<file path="src/rtl/instruction_fetch_pkg.sv">
// Shared constants and types for the instruction fetch unit:
// opcode groups, ROM0 control-flow indices and FSM states.
package instruction_fetch_pkg;

    localparam logic [23:0] GRP_800000 = 24'h800000;
    localparam logic [23:0] GRP_400000 = 24'h400000;
    localparam logic [23:0] GRP_200000 = 24'h200000;
    localparam logic [23:0] GRP_100000 = 24'h100000;
    localparam logic [23:0] GRP_080000 = 24'h080000;

    typedef enum logic [2:0] {
        OP_JMP = 3'd0,
        OP_JZE = 3'd1,
        OP_JNE = 3'd2,
        OP_JCY = 3'd3,
        OP_RET = 3'd4,
        OP_BSR = 3'd5,
        OP_MOM = 3'd6
    } rom0_op_e;

    typedef enum logic [1:0] {
        ST_FETCH,
        ST_WAIT,
        ST_ISSUE,
        ST_RESOLVE
    } if_state_e;

    // hi = IR[23:12]; group 0x800000 with ROM0 index 0..5
    function automatic logic is_ctrl(input logic [11:0] hi);
        return (hi[11:7] == GRP_800000[23:19]) && (hi[6:0] <= 7'd5);
    endfunction

endpackage

</file>
<file path="src/rtl/instruction_fetch_return_stack.sv">
// Return-address stack for BSR/RET; pushes when full and pops
// when empty are ignored, the caller flags the error.
module return_stack #(
    parameter int DEPTH = 8
) (
    input  logic        clk,
    input  logic        rst,
    input  logic        push_i,
    input  logic        pop_i,
    input  logic [11:0] data_i,
    output logic [11:0] data_o,
    output logic        full_o,
    output logic        empty_o
);

    localparam int PW = $clog2(DEPTH + 1);
    localparam int IW = (DEPTH > 1) ? $clog2(DEPTH) : 1;

    logic [PW-1:0] sp_q;
    logic [PW-1:0] sp_d;
    logic [11:0]   mem_q [DEPTH];

    assign full_o  = (sp_q == PW'(DEPTH));
    assign empty_o = (sp_q == '0);
    assign data_o  = mem_q[IW'(sp_q - 1'b1)];

    always_comb begin
        sp_d = sp_q;
        if (push_i && !full_o) begin
            sp_d = sp_q + 1'b1;
        end else if (pop_i && !empty_o) begin
            sp_d = sp_q - 1'b1;
        end
    end

    always_ff @(posedge clk or posedge rst) begin
        if (rst) begin
            sp_q <= '0;
        end else begin
            sp_q <= sp_d;
        end
    end

    always_ff @(posedge clk) begin
        if (push_i && !full_o) begin
            mem_q[IW'(sp_q)] <= data_i;
        end
    end

endmodule

</file>
<file path="src/rtl/instruction_fetch.sv">
// Instruction fetch FSM: reads program memory, hands IR to the
// decoder and resolves jumps, branches and subroutine calls.
module instruction_fetch
    import instruction_fetch_pkg::*;
#(
    parameter int STACK_DEPTH = 8
) (
    input  logic        clk,
    input  logic        rst,
    output logic [11:0] pmem_addr,
    output logic        pmem_rd,
    input  logic [23:0] pmem_data,
    input  logic        pmem_valid,
    output logic [23:0] IR,
    output logic        ir_valid,
    input  logic        ir_ready,
    input  logic        zero_flag,
    input  logic        carry_flag,
    input  logic        flags_valid,
    output logic [11:0] pc,
    output logic        stk_err
);

    if_state_e   state_q;
    logic [11:0] pc_q;
    logic [23:0] ir_q;
    logic        ir_valid_q;
    logic        rd_q;
    logic [11:0] addr_q;
    logic        err_q;

    logic [11:0] pc_inc;
    logic [11:0] tgt;
    logic [11:0] res_pc_d;
    logic        resolve;
    logic        push;
    logic        pop;
    logic        err_set;
    logic [11:0] stk_top;
    logic        stk_full;
    logic        stk_empty;
    rom0_op_e    op;

    assign pc_inc  = pc_q + 12'd1;
    assign tgt     = ir_q[11:0];
    assign op      = rom0_op_e'(ir_q[14:12]);
    assign resolve = (state_q == ST_RESOLVE) && flags_valid;

    always_comb begin
        res_pc_d = pc_inc;
        push     = 1'b0;
        pop      = 1'b0;
        err_set  = 1'b0;
        case (op)
            OP_JMP: res_pc_d = tgt;
            OP_JZE: res_pc_d = zero_flag ? tgt : pc_inc;
            OP_JNE: res_pc_d = zero_flag ? pc_inc : tgt;
            OP_JCY: res_pc_d = carry_flag ? tgt : pc_inc;
            OP_RET: begin
                if (stk_empty) begin
                    err_set = resolve;
                end else begin
                    res_pc_d = stk_top;
                    pop      = resolve;
                end
            end
            OP_BSR: begin
                res_pc_d = tgt;
                err_set  = resolve && stk_full;
                push     = resolve && !stk_full;
            end
            default: res_pc_d = pc_inc;
        endcase
    end

    return_stack #(
        .DEPTH (STACK_DEPTH)
    ) u_stack (
        .clk     (clk),
        .rst     (rst),
        .push_i  (push),
        .pop_i   (pop),
        .data_i  (pc_inc),
        .data_o  (stk_top),
        .full_o  (stk_full),
        .empty_o (stk_empty)
    );

    always_ff @(posedge clk or posedge rst) begin
        if (rst) begin
            state_q    <= ST_FETCH;
            pc_q       <= '0;
            ir_q       <= '0;
            ir_valid_q <= 1'b0;
            rd_q       <= 1'b0;
            addr_q     <= '0;
            err_q      <= 1'b0;
        end else begin
            unique case (state_q)
                ST_FETCH: begin
                    rd_q    <= 1'b1;
                    addr_q  <= pc_q;
                    state_q <= ST_WAIT;
                end
                ST_WAIT: begin
                    rd_q <= 1'b0;
                    if (pmem_valid) begin
                        ir_q       <= pmem_data;
                        ir_valid_q <= 1'b1;
                        state_q    <= ST_ISSUE;
                    end
                end
                ST_ISSUE: begin
                    if (ir_ready) begin
                        ir_valid_q <= 1'b0;
                        if (is_ctrl(ir_q[23:12])) begin
                            state_q <= ST_RESOLVE;
                        end else begin
                            pc_q    <= pc_inc;
                            state_q <= ST_FETCH;
                        end
                    end
                end
                ST_RESOLVE: begin
                    if (flags_valid) begin
                        pc_q    <= res_pc_d;
                        state_q <= ST_FETCH;
                        if (err_set) begin
                            err_q <= 1'b1;
                        end
                    end
                end
                default: state_q <= ST_FETCH;
            endcase
        end
    end

    assign pmem_addr = addr_q;
    assign pmem_rd   = rd_q;
    assign IR        = ir_q;
    assign ir_valid  = ir_valid_q;
    assign pc        = pc_q;
    assign stk_err   = err_q;

endmodule

</file>
<file path="config.mk">
export PLATFORM = sky130hd
export DESIGN_NAME = instruction_fetch
export DESIGN_NICKNAME = d
export VERILOG_FILES = /design/src/rtl/instruction_fetch_pkg.sv /design/src/rtl/instruction_fetch_return_stack.sv /design/src/rtl/instruction_fetch.sv
export SDC_FILE = /design/constraint.sdc
export NUM_CORES = 1
export LEC_CHECK = 0
export BUFFER_PORTS_ARGS = -buffer_cell sky130_fd_sc_hd__buf_2
export CELL_PAD_IN_SITES_DETAIL_PLACEMENT = 0
export CELL_PAD_IN_SITES_GLOBAL_PLACEMENT = 2
export CORE_ASPECT_RATIO = 1.2
export CORE_MARGIN = 2
export CORE_UTILIZATION = 42
export DETAILED_ROUTE_END_ITERATION = 8
export GPL_TIMING_DRIVEN = 0
export PLACE_DENSITY = 0.78
export REMOVE_ABC_BUFFERS = 1
export SYNTH_ARGS = -nofsm -noshare
export SYNTH_HDL_FRONTEND = slang
export SYNTH_SLANG_ARGS = --single-unit
</file>
<file path="constraint.sdc">
create_clock -name clk -period 3.3 [get_ports clk]
set_clock_uncertainty 0.05 [all_clocks]
set_input_delay 0.33 -clock clk [delete_from_list [all_inputs] [get_ports clk]]
set_output_delay 0.33 -clock clk [all_outputs]
set_load 0.01 [all_outputs]
</file>
==> impl_summary.md, run 1 <==
Synth
Of the total synthesized cell area, the portion taken by full adders, half adders and majority gates is 0.007333. Synthesis inferred 153 register bits. After synthesis, the share of cell area in mux cells is 0.1604. Synthesis produced a netlist whose cell count is 432. The share of synthesized area in the top cell type comes to 0.4224. The simple logic cell fraction of the synthesized area is 0.08781. A synthesized cell averages 15.80 sq um. The share of the synthesized area in compound gates (AO/OA/AOI/OAI) is 0.06544. Of the total synthesized cell area, the portion taken by XOR and XNOR cells is 0.01943. Of the synthesized area, sequential elements account for 0.6313.

During synthesis, Yosys emitted a total of 0 warnings. edfxtp_1 takes more of the synthesized area than any other cell. The netlist area before placement is 0.006825 sq mm. The top flip-flop cell by instance count after synthesis is edfxtp_1. In the post-synthesis netlist, the biggest area contributors are edfxtp_1 (42%), dfrtp_1 (21%), mux2_2 (6.8%).

The async set-reset flop share out of synthesis is 0.3725. The number of synthesized flops with an enable pin is 96. After synthesis, the largest family of logic cells by area is multiplexers.

After synthesis, the netlist uses 68 different library cells.

STA
The slack of the critical path is 256.2 ps. The upper clock frequency limit is 0.3285 GHz. The period utilization is 0.9224.

Setup repair after global routing left no endpoint under its margin. The relative slew slack is 0.2211. The final-report max-slew violation count is 0. The worst path needs 3044 ps of the cycle, external delays included. The final worst hold slack is 79.92 ps. The final hold violation count is 0.

The total of endpoints with negative setup slack in the final report is 0. The slew at the pin with the worst max-slew slack is 1164 ps.

Detailed routing
For this block, the via count after detailed routing is 4,052. The iteration count of the initial detailed-routing pass is 6. The aggregate routed wire length is 15.51 mm.

The number of antenna-violating nets in the routed design is 0. The DRC violations left is 0. The mean routed wirelength per cell is 20.79 um.

The DRC violation total after the first TritonRoute iteration is 245. The via count normalized by instance count is 5.432.

Clock tree
The clock latency reported for the late side of the worst-skew pair is 430 ps. TritonCTS created 17 clock buffers. CTS built an H-tree with a depth of 4. The largest buffer count on any clock path is 2. After clock tree synthesis, the clock-pin slew on the worst setup and hold paths is 70 ps. The clock sink count is 153. The root buffer cell chosen for the clock tree is clkbuf_16. TritonCTS built the clock tree.

Placed design
After detailed placement, the total cell area comes to 0.007386 sq mm. The number of buffers inserted by port buffering is 81. At the end of routability-driven placement, the weighted congestion stood at 0.7686. Before CTS, the worst setup slack after placement is -1355 ps. The post-detailed-placement half-perimeter wirelength is 10.35 mm.

Layout
The area growth from synthesis to layout is 19.56%. The library cell used most frequently in the layout, excluding fill and tap cells, is edfxtp_1. Leaving out fill and tap cells, the most frequent cells in the layout are edfxtp_1 (96), buf_2 (81), dfrtp_1 (56), mux2_2 (41), nand2_1 (18). The post-layout net count is 556. The share of final-layout standard cells stronger than drive strength 1 is 0.3783. The finished cells cover 0.008160 sq mm. 0 antenna diodes ended up in the layout. The utilization after layout is 0.5075.

Worst setup path
Walking the worst path, the cells encountered are inv_1 -> ha_4 -> and3b_1 -> nor4b_4 -> nand2_1 -> nor3_4 -> buf_6. Counting cells, the worst reg-to-reg path comes to 7. On the critical path, the stage with the largest delay is an instance of dfrtp_4.

STA classifies the critical path endpoint as a flop. On the worst path, the slowest cell contributes a delay of 620 ps. The required time at the endpoint of the critical path is 3380 ps. Of all nets on the critical path, the largest fanout is 16. STA classifies the critical path startpoint as a flop. The path type of the worst setup path is flop to flop. The worst endpoint data arrival time is 3130 ps.

Worst hold path
The cell count of the worst hold path is 2. The path type of the worst min-delay path is input port to flop.

GRT
The total overflow left after global routing is 0. The number of antenna violations at the first check in global routing was 0. Entering global routing, the biggest net connects 37 pins.

Across every metal layer, demand over resource in global routing totals 0.1885. The number of global-route vias before repair is 4,178. The first-pass GRT wire length is 24.37 mm.

Floorplan
The initial utilization of the core area, before any placement, comes to 0.4244. The region available for standard cell placement spans 0.01608 sq mm. The die is 143.6 um tall. The overall die area is 0.01729 sq mm. In this run the core area contains 51 standard-cell rows.

Pin placement for this block handled 82 I/O pins. The width of the chip is 120.4 um.

Pwr
After layout, the design draws a total of 0.008086 W. In this run the power density over the cells is 990.9 mW/mm^2. The maximum vdd drop is 0.0004153 V. Summed over all cells, the static leakage comes to 3.156 nW.

Run
Across the run, the number of max-cap violations was 0.

Outcome
The run finished with clean final reports.
==> cells in the mapped netlist, drive strengths merged, types with 8 or more instances <==
library cell	number
nand3	12
inv	8
xor2	8
dfrtp	57
mux2	41
nor3	10
nand2	18
mux4	22
edfxtp	96
nor2	23
buf	17
mux2i	10
o21ai	13
==> routing by layer <==
metal | routed length, um | up-vias | share of wire | global-route usage
met2 | 8059 | 128 | 0.52 | 0.3226
li1 | - | 1872 | - | -
met4 | 135 | 0 | 0.0087 | 0.05630
met5 | 0 | - | 0 | 0
met3 | 600 | 13 | 0.039 | 0.03452
met1 | 6718 | 2039 | 0.43 | 0.2457
==> timing repair <==
| action | in CTS | in global routing |
|---|---|---|
| setup buffers | 0 | 6 |
| pin swaps | 0 | 1 |
| endpoints found under the setup margin | 110 | 67 |
| hold buffers | 1 | 0 |
| gates resized for setup | 16 | 2 |
| endpoints found under the hold margin | 21 | 0 |
==> metrics by stage <==
step	std cells	setup TNS (ps)
global placement	704	-134270
detailed placement	707	-115540
finish	746	0
global route	746	0
CTS	740	0
floorplan	411	-5206
==> critical path, delay by kind of cell, from the launching register on <==
family / cells / cell delay (ps)
simple gates: 4 / 1380
fa+ha+maj: 1 / 220
buf+inv: 2 / 460
flops: 1 / 620
==> registers in the layout, summed over array words and instances (netlist names) <==
| register | cells |
|---|---|
| u_stack.mem_q | 96 |
| IR | 24 |
| pc | 12 |
| pmem_addr | 12 |
| u_stack.sp_q | 4 |
| state_q | 2 |
| ir_valid | 1 |
| pmem_rd | 1 |
| stk_err | 1 |
==> final cells by class <==
cell class | instances | area [sq um]
Fill cell | 1363 | 7920
Sequential cell | 153 | 4313
Multi-Input combinational cell | 250 | 2404
Timing Repair Buffer | 91 | 548.0
Clock buffer | 17 | 425.4
Tap cell | 212 | 265.3
Clock inverter | 15 | 175.2
Inverter | 8 | 30.03
==> report_power, final <==
part           internal [W]  switching (W)
Combinational       0.00151        0.00163
Sequential          0.00255       0.000470
Clock               0.00102       0.000902
Total               0.00508        0.00300
==> cells by family after synthesis <==
group	after synthesis
multiplexers	73
adder cells (fa/ha/maj)	4
AND/OR/NAND/NOR	99
AO/OA/AOI/OAI	61
XOR/XNOR	13
flip-flops	153
buffers and inverters	29
==> worst paths after layout <==
path / startpoint / to / slack (ps)
setup / recovery: u_stack.sp_q[0]$_DFFE_PP0P_ / u_stack.mem_q[4][11]$_DFFE_PP_ / 260
hold / removal: pmem_data[6] / IR[6]$_DFFE_PP0P_ / 80
setup reg to reg: u_stack.sp_q[0]$_DFFE_PP0P_ / u_stack.mem_q[4][11]$_DFFE_PP_ / 260
hold reg to reg: stk_err$_DFFE_PP0P_ / stk_err$_DFFE_PP0P_ / 420
max in group asynchronous: rst / u_stack.sp_q[0]$_DFFE_PP0P_ / 2140
min in group asynchronous: rst / pmem_addr[2]$_DFFE_PP0P_ / 440
(Power assumes the default switching activity.)
==> inputs of run 2 (changes only) <==
ABC_AREA = 1   (was not set)
CORE_UTILIZATION = 37   (was 42)
==> run 2 against run 1 <==
Compared with the run above: final area grew 1.5%; highest routed layer unchanged; flip-flop and latch count is the same; count of clock-buffer cells in the layout unchanged; core utilization decreased by 6.3 points; largest power group unchanged; die area is 15% higher; critical path type unchanged; first-iteration DRC count rose by 9.0%.
==> impl_summary.md, run 2 <==
Outcome
Outcome: finished clean (unchanged).

Detailed routing
The iteration count of the initial detailed-routing pass is 4 (was 6). The aggregate routed wire length is 17.76 mm (was 15.51 mm). The mean routed wirelength per cell came to 17.11 um (was 20.79 um).

The DRC violations left is 0 (unchanged). The total via count after detailed routing is 5,098 (was 4,052). The via count normalized by instance count is 4.911 (was 5.432). The number of antenna-violating nets in the routed design is 0 (unchanged).

The DRC violation total after the first TritonRoute iteration came to 267 (was 245).

Layout
The number of filler instances in the final layout came to 1,795 (was 1,363). The area growth from synthesis to layout came to 18.73% (was 19.56%). The flip-flop count of the largest register, all copies and words added was 96 (unchanged). The final cell count without fillers is 1,038 (was 746). The total inserted antenna cells is 0 (unchanged).

The commonest non-fill, non-tap cell in the layout is nand2_1 (was edfxtp_1). The register containing the most flip-flops in the final layout is u_stack.mem_q (unchanged). The post-route standard cell area excluding fillers is 0.008280 sq mm (was 0.008160 sq mm). The post-layout net count came to 804 (was 556). Most frequent cells in the layout: nand2_1 (148), edfxtp_1 (96), nor2_1 (81), buf_2 (81), nand3_1 (74) (was edfxtp_1 (96), buf_2 (81), dfrtp_1 (56), mux2_2 (41), nand2_1 (18)).

The share of final-layout standard cells stronger than drive strength 1 is 0.2417 (was 0.3783).

Run
The number of maximum-capacitance constraint violations is 0 (unchanged).

STA
The final worst hold slack came to 74.07 ps (was 79.92 ps). The period utilization is 0.8947 (was 0.9224). The slew at the pin with the worst max-slew slack is 1159 ps (was 1164 ps). The upper clock frequency limit is 0.3387 GHz (was 0.3285 GHz). The total of endpoints with negative setup slack in the final report came to 0 (unchanged).

The final hold violation count came to 0 (unchanged). The final-report max-slew violation count is 0 (unchanged). The slack of the critical path is 347.6 ps (was 256.2 ps).

Setup repair after global routing missed its margin: no (unchanged). The relative slew slack is 0.2256 (was 0.2211). The final period demand of the worst path is 2952 ps (was 3044 ps).

Worst setup path
The largest stage delay on the critical path was 610 ps (was 620 ps). The worst setup slack for register-to-register paths is 350 ps (was 260 ps). The required time at the endpoint of the critical path was 3380 ps (about the same). The kind of end point of the critical path is a flop (unchanged). The worst endpoint data arrival time is 3030 ps (was 3130 ps).

The cell with the largest stage delay on the worst path is nor3_2 (was dfrtp_4). The largest fanout of any net on the critical path is 52 (was 16). The path type of the worst setup path is flop to flop (unchanged). The number of cell instances on the worst register-to-register path came to 9 (was 7). The launching element type of the critical path is a flop (unchanged). Cell-by-cell trace of the critical path: buf_12 -> inv_4 -> ha_4 -> nand3_1 -> nand4_2 -> inv_2 -> nand2_1 -> nor3_2 -> buf_6 (was inv_1 -> ha_4 -> and3b_1 -> nor4b_4 -> nand2_1 -> nor3_4 -> buf_6).

Placed design
The weighted congestion at the end of routability-driven global placement is 0.7954 (was 0.7686). The placement-stage worst setup slack was -805.6 ps (was -1355 ps). The post-detailed-placement half-perimeter wirelength is 12.04 mm (was 10.35 mm). The total instance count after detailed placement is 1,005 (was 707).

The placed instance area came to 0.007675 sq mm (was 0.007386 sq mm). The number of buffers inserted by port buffering came to 81 (unchanged).

Floorplan
The overall die area is 0.01997 sq mm (was 0.01729 sq mm). The total I/O pin count is 82 (unchanged). The width of the chip came to 129.3 um (was 120.4 um). The initial core utilization came to 0.3740 (was 0.4244). The standard cell core area is 0.01865 sq mm (was 0.01608 sq mm). The height of the die is 154.4 um (was 143.6 um). The cell row count came to 55 (was 51).

GRT
The met1 usage in global routing came to 0.2307 (was 0.2457). The number of global-route vias before repair came to 5,141 (was 4,178). The number of antenna violations at the first check in global routing is 0 (unchanged). The all-layer global routing usage came to 0.1890 (was 0.1885). The total global routing overflow was 0 (unchanged). The met2 global-route usage is 0.3346 (was 0.3226).

The pin count of the biggest net entering global routing was 53 (was 37). The met3 usage in global routing is 0.03424 (was 0.03452). The most used routing layer is met2 (unchanged). The first-pass GRT wire length was 28.17 mm (was 24.37 mm).

Clock tree
The root buffer cell is clkbuf_16 (unchanged). The largest buffer count on any clock path is 2 (unchanged). The clock sink count is 153 (unchanged).

The clock latency reported for the late side of the worst-skew pair came to 420 ps (was 430 ps). The count of H-tree levels built during CTS was 4 (unchanged). The total clock buffers created by CTS came to 17 (unchanged).

The post-CTS clock slew at the launch and capture registers of the worst setup and hold paths is 60 ps (was 70 ps). The clock tree from TritonCTS is built (unchanged). The post-CTS repair timing setup buffer count is 0 (unchanged).

Pwr
The leakage power figure is 3.458 nW (was 3.156 nW). The maximum vdd drop is 0.0004454 V (was 0.0004153 V). The power density over the cells was 970.8 mW/mm^2 (was 990.9 mW/mm^2).

Worst hold path
The path type of the worst min-delay path is input port to flop (unchanged). The cell count of the worst hold path is 2 (unchanged).

Synth
The number of warnings printed during yosys synthesis is 0 (unchanged). The cell count after synthesis was 688 (was 432). The number of synthesized flops with an enable pin is 96 (unchanged). The netlist area before placement is 0.006974 sq mm (was 0.006825 sq mm). The async set-reset flop share out of synthesis is 0.3725 (unchanged). The number of distinct standard cells referenced by the synthesized netlist is 36 (was 68). The top flip-flop cell by instance count after synthesis is edfxtp_1 (unchanged). The library cell with the largest summed area after synthesis is edfxtp_1 (unchanged). The most numerous cell in the Yosys netlist is nand2_1 (was edfxtp_1). Main area contributors after synthesis: edfxtp_1 (41%), dfrtp_1 (20%), nand2_1 (8.0%) (was edfxtp_1 (42%), dfrtp_1 (21%), mux2_2 (6.8%)). The average instance area after synthesis is 10.14 sq um (was 15.80 sq um). The proportion of synthesized chip area in sequential cells is 0.6179 (was 0.6313). Most common library cells after synthesis: nand2_1 (148), edfxtp_1 (96), nor2_1 (83) (was edfxtp_1 (96), dfrtp_1 (57), mux2_2 (41)). The register bit count reported by yosys is 153 (unchanged). The top-area cell type share of the netlist area is 0.4133 (was 0.4224).
## run 2: changes by cell type after synthesis, moves of 11 or more
cell	change
mux4_2	-12
nand3_1	+63
mux2_2	-22
nand2_1	+130
a21oi_1	+19
inv_2	+11
inv_1	+36
nor2_1	+62
o21ai_0	+24
## run 2: final cells by class
cell class / count / area, sq um / area share
Inverter: 55 / 209.0 / 0.02523
Sequential cell: 153 / 4310 / 0.5205
Multi-Input combinational cell: 452 / 2349 / 0.2836
Tap cell: 256 / 320.3 / 0.03868
Timing Repair Buffer: 90 / 523.0 / 0.06316
Clock inverter: 15 / 143.9 / 0.01738
Clock buffer: 17 / 425.4 / 0.05138
## run 2: layer usage
metal	vias up	wire [um]
met2	112	9394
met4	0	229
met1	2489	7328
met5	-	0
li1	2478	-
met3	19	804
## run 2: final timing paths
check | from | to
max in group asynchronous | rst | u_stack.sp_q[0]$_DFFE_PP0P_
max | u_stack.sp_q[0]$_DFFE_PP0P_ | u_stack.mem_q[5][11]$_DFFE_PP_
max reg2reg | u_stack.sp_q[0]$_DFFE_PP0P_ | u_stack.mem_q[5][11]$_DFFE_PP_
min in group asynchronous | rst | pmem_addr[9]$_DFFE_PP0P_
min | pmem_data[0] | IR[0]$_DFFE_PP0P_
min reg2reg | pmem_addr[2]$_DFFE_PP0P_ | pmem_addr[2]$_DFFE_PP0P_
## run 2: repair_timing
| item | 4_1_cts | 5_1_grt |
|---|---|---|
| resized for setup | 5 | 2 |
| endpoints found under the setup margin | 43 | 55 |
| hold buffers | 1 | 0 |
| hold endpoints to repair | 16 | 0 |
## run 2: per-stage QoR
step	TNS [ps]	power [W]	util
4_1_cts	0	0.008127	0.4439
6_report	0	0.008038	0.4440
5_1_grt	0	0.008591	0.4440
3_5_place_dp	-17390	0.006221	0.4115
2_1_floorplan	-37760	0.004983	-
3_3_place_gp	-254840	0.006089	0.4041
## run 2: power breakdown
group	internal, W	switching [W]	leakage, nW
combinational	0.00107	0.00214	1.65
clock	0.00105	0.000813	0.274
sequential	0.00261	0.000347	1.53
total	0.00474	0.00330	3.46
## run 2: worst max-delay path, delay by kind of cell, from the launching register on
family | cells | cell delay [ps]
and+or+nand+nor | 4 | 1040
buffers and inverters | 4 | 870
DFF | 1 | 410
adders and majority gates | 1 | 260
## run 2: logic make-up (layout without fill, tap and decap cells)
family,count (synthesis),in the layout,synth area share
fa+ha+maj,4,4,0.007176
simple gates,347,347,0.2205
flops,153,153,0.6179
compound gates,70,70,0.05310
buf+inv,83,177,0.05310
mux,20,20,0.03229
xor+xnor,11,11,0.01597
==> inputs of run 3 (changes only) <==
BUFFER_PORTS_ARGS = -buffer_cell sky130_fd_sc_hd__clkbuf_2   (was -buffer_cell sky130_fd_sc_hd__buf_2)
==> run 3 against run 2 <==
Compared with the run above: die area stayed put; via count is 0.43% lower; wire length is 0.14% lower; fmax is 1.9% higher; combinational power hardly changed; final cell count stayed put; setup slack better by 55 ps; register-to-register slack better by 50 ps; critical endpoint is now u_stack.mem_q[4][5]$_DFFE_PP_; largest power group unchanged.
==> impl_summary.md, run 3 (same netlist as run 2, synthesis figures left out) <==
Outcome
Outcome: finished clean (unchanged).

GRT
The met2 global-route usage is 0.3308 (was 0.3346). The all-layer global routing usage was 0.1870 (was 0.1890). The met3 usage in global routing is 0.03113 (was 0.03424). The met1 usage in global routing is 0.2305 (was 0.2307). The total global routing overflow was 0 (unchanged). The number of antenna violations at the first check in global routing is 0 (unchanged). The pin count of the biggest net entering global routing is 53 (unchanged).

The most used routing layer is met2 (unchanged). The first-pass GRT wire length is 28.04 mm (was 28.17 mm). The number of global-route vias before repair is 5,082 (was 5,141).

STA
The slack of the critical path is 402.5 ps (was 347.6 ps). The final-report max-slew violation count was 0 (unchanged). The total of endpoints with negative setup slack in the final report is 0 (unchanged). The final worst hold slack is 76.96 ps (was 74.07 ps). The period utilization is 0.8780 (was 0.8947). Setup repair after global routing missed its margin: no (unchanged). The final period demand of the worst path is 2898 ps (was 2952 ps).

The relative slew slack came to 0.2034 (was 0.2256). The slew at the pin with the worst max-slew slack is 1192 ps (was 1159 ps). The total negative slack is 0 ps (unchanged). The upper clock frequency limit is 0.3451 GHz (was 0.3387 GHz). The final hold violation count was 0 (unchanged).

Detailed routing
The iteration count of the initial detailed-routing pass came to 4 (unchanged). The total via count after detailed routing is 5,076 (was 5,098). The via count normalized by instance count was 4.890 (was 4.911). The aggregate routed wire length is 17.73 mm (was 17.76 mm). The mean routed wirelength per cell is 17.08 um (was 17.11 um). The number of antenna-violating nets in the routed design came to 0 (unchanged). The DRC violations left is 0 (unchanged). The DRC violation total after the first TritonRoute iteration is 211 (was 267).

Layout
The area of all sequential standard cells is 0.004310 sq mm (unchanged). The total inserted antenna cells is 0 (unchanged). The area of combinational cells with multiple inputs is 0.002342 sq mm (was 0.002349 sq mm). Most frequent cells in the layout: nand2_1 (148), edfxtp_1 (96), nor2_1 (81), clkbuf_2 (81), nand3_1 (74) (was nand2_1 (148), edfxtp_1 (96), nor2_1 (81), buf_2 (81), nand3_1 (74)). The commonest non-fill, non-tap cell in the layout is nand2_1 (unchanged). The area growth from synthesis to layout came to 18.60% (was 18.73%).

The register containing the most flip-flops in the final layout is u_stack.mem_q (unchanged). The final cell count without fillers is 1,038 (unchanged). The number of filler instances in the final layout came to 1,794 (was 1,795). The post-layout net count is 804 (unchanged). The share of final-layout standard cells stronger than drive strength 1 is 0.2430 (was 0.2417). The flip-flop count of the largest register, all copies and words added came to 96 (unchanged).

Placed design
The number of buffers inserted by port buffering is 81 (unchanged). The post-detailed-placement half-perimeter wirelength was 12.21 mm (was 12.04 mm). The weighted congestion at the end of routability-driven global placement is 0.7739 (was 0.7954). The placement-stage worst setup slack is -644.9 ps (was -805.6 ps). The total instance count after detailed placement is 1,005 (unchanged).

Worst setup path
The largest fanout of any net on the critical path is 52 (unchanged). The kind of end point of the critical path is a flop (unchanged). The required time at the endpoint of the critical path came to 3390 ps (was 3380 ps). The worst endpoint data arrival time is 2980 ps (was 3030 ps). The worst flop-to-flop path endpoint is u_stack.mem_q[4][5]$_DFFE_PP_ (was u_stack.mem_q[5][11]$_DFFE_PP_). The path type of the worst setup path is flop to flop (unchanged). Cell-by-cell trace of the critical path: inv_4 -> ha_4 -> nand3_1 -> nand4_2 -> inv_2 -> nand2_1 -> nor3_2 -> buf_6 (was buf_12 -> inv_4 -> ha_4 -> nand3_1 -> nand4_2 -> inv_2 -> nand2_1 -> nor3_2 -> buf_6). The cell with the largest stage delay on the worst path is nor3_2 (unchanged). The largest stage delay on the critical path is 660 ps (was 610 ps). The worst setup slack for register-to-register paths was 400 ps (was 350 ps). The number of cell instances on the worst register-to-register path was 8 (was 9). The launch point of the worst reg-to-reg path is u_stack.sp_q[0]$_DFFE_PP0P_ (unchanged).

The launching element type of the critical path was a flop (unchanged).

Floorplan
The initial core utilization was 0.3740 (unchanged). The overall die area was 0.01997 sq mm (unchanged). The total I/O pin count is 82 (unchanged). The cell row count is 55 (unchanged). The width of the chip is 129.3 um (unchanged). The height of the die is 154.4 um (unchanged).

The standard cell core area is 0.01865 sq mm (unchanged).

Clock tree
The clock sink count came to 153 (unchanged). The largest buffer count on any clock path came to 2 (unchanged). The clock latency reported for the late side of the worst-skew pair is 420 ps (about the same). The post-CTS clock slew at the launch and capture registers of the worst setup and hold paths is 60 ps (about the same). The total clock buffers created by CTS is 17 (unchanged).

The count of H-tree levels built during CTS is 4 (unchanged). The root buffer cell is clkbuf_16 (unchanged). The clock tree from TritonCTS was built (unchanged).

Pwr
The maximum vdd drop was 0.0003997 V (was 0.0004454 V). The leakage power figure is 3.470 nW (was 3.458 nW). The power density over the cells is 971.7 mW/mm^2 (was 970.8 mW/mm^2).

Worst hold path
The startpoint of the tightest hold check path is pmem_data[0] (unchanged). The end point of the worst hold path was IR[0]$_DFFE_PP0P_ (unchanged). The cell count of the worst hold path came to 2 (unchanged). The path type of the worst min-delay path is input port to flop (unchanged).

Run
The number of maximum-capacitance constraint violations is 0 (unchanged).
run 3: area by class of cell:
type | instances | share of cell area
repair buffers | 90 | 0.06323
clock buffers | 17 | 0.05143
inverters | 55 | 0.02526
clock inverters | 15 | 0.01709
flip-flops and latches | 153 | 0.5211
multi-input cells | 452 | 0.2832
well taps | 256 | 0.03872
run 3: worst max-delay path by stage:
| stage | startpoint | to | slack (ps) | cells past startpoint |
|---|---|---|---|---|
| finish | u_stack.sp_q[0]$_DFFE_PP0P_ | u_stack.mem_q[4][5]$_DFFE_PP_ | 400 | 8 |
| global route | u_stack.sp_q[0]$_DFFE_PP0P_ | u_stack.mem_q[4][7]$_DFFE_PP_ | 230 | 8 |
| CTS | u_stack.sp_q[0]$_DFFE_PP0P_ | u_stack.mem_q[4][7]$_DFFE_PP_ | 130 | 8 |
| detailed placement | u_stack.sp_q[0]$_DFFE_PP0P_ | pc[9]$_DFFE_PP0P_ | -640 | 10 |
| global placement | u_stack.sp_q[0]$_DFFE_PP0P_ | u_stack.mem_q[7][5]$_DFFE_PP_ | -2570 | 7 |
| floorplan | u_stack.sp_q[0]$_DFFE_PP0P_ | u_stack.mem_q[3][0]$_DFFE_PP_ | -480 | 7 |
run 3: metal layers:
layer,vias up,share of wire
met5,-,0
met1,2460,0.42
met2,121,0.52
li1,2473,-
met3,22,0.037
met4,0,0.019
run 3: power by group:
part           switching, W  internal [W]
combinational       0.00212       0.00106
sequential         0.000385       0.00261
clock              0.000809       0.00105
run 3: what timing repair did:
item | 4_1_cts | 5_1_grt
resized for setup | 4 | 2
hold buffers | 1 | 0
hold endpoints to repair | 16 | 0
cloned | 0 | 0
setup endpoints to repair | 37 | 8
setup buffers | 0 | 0
run 3: metrics by stage:
stage	power (W)	instance area [sq um]	utilization
after floorplan	0.004983	6810	-
final	0.008037	8272	0.4435
after global routing	0.008585	8272	0.4435
after global placement	0.006099	7536	0.4041
after CTS	0.008120	8269	0.4434
after detailed placement	0.006229	7675	0.4115
run 3: worst max-delay path: cells and delay by family, from the launching register on:
kind | cells | cell delay, ps
AND/OR/NAND/NOR | 4 | 1090
buffers and inverters | 3 | 650
flip-flops | 1 | 550
adder cells (fa/ha/maj) | 1 | 250
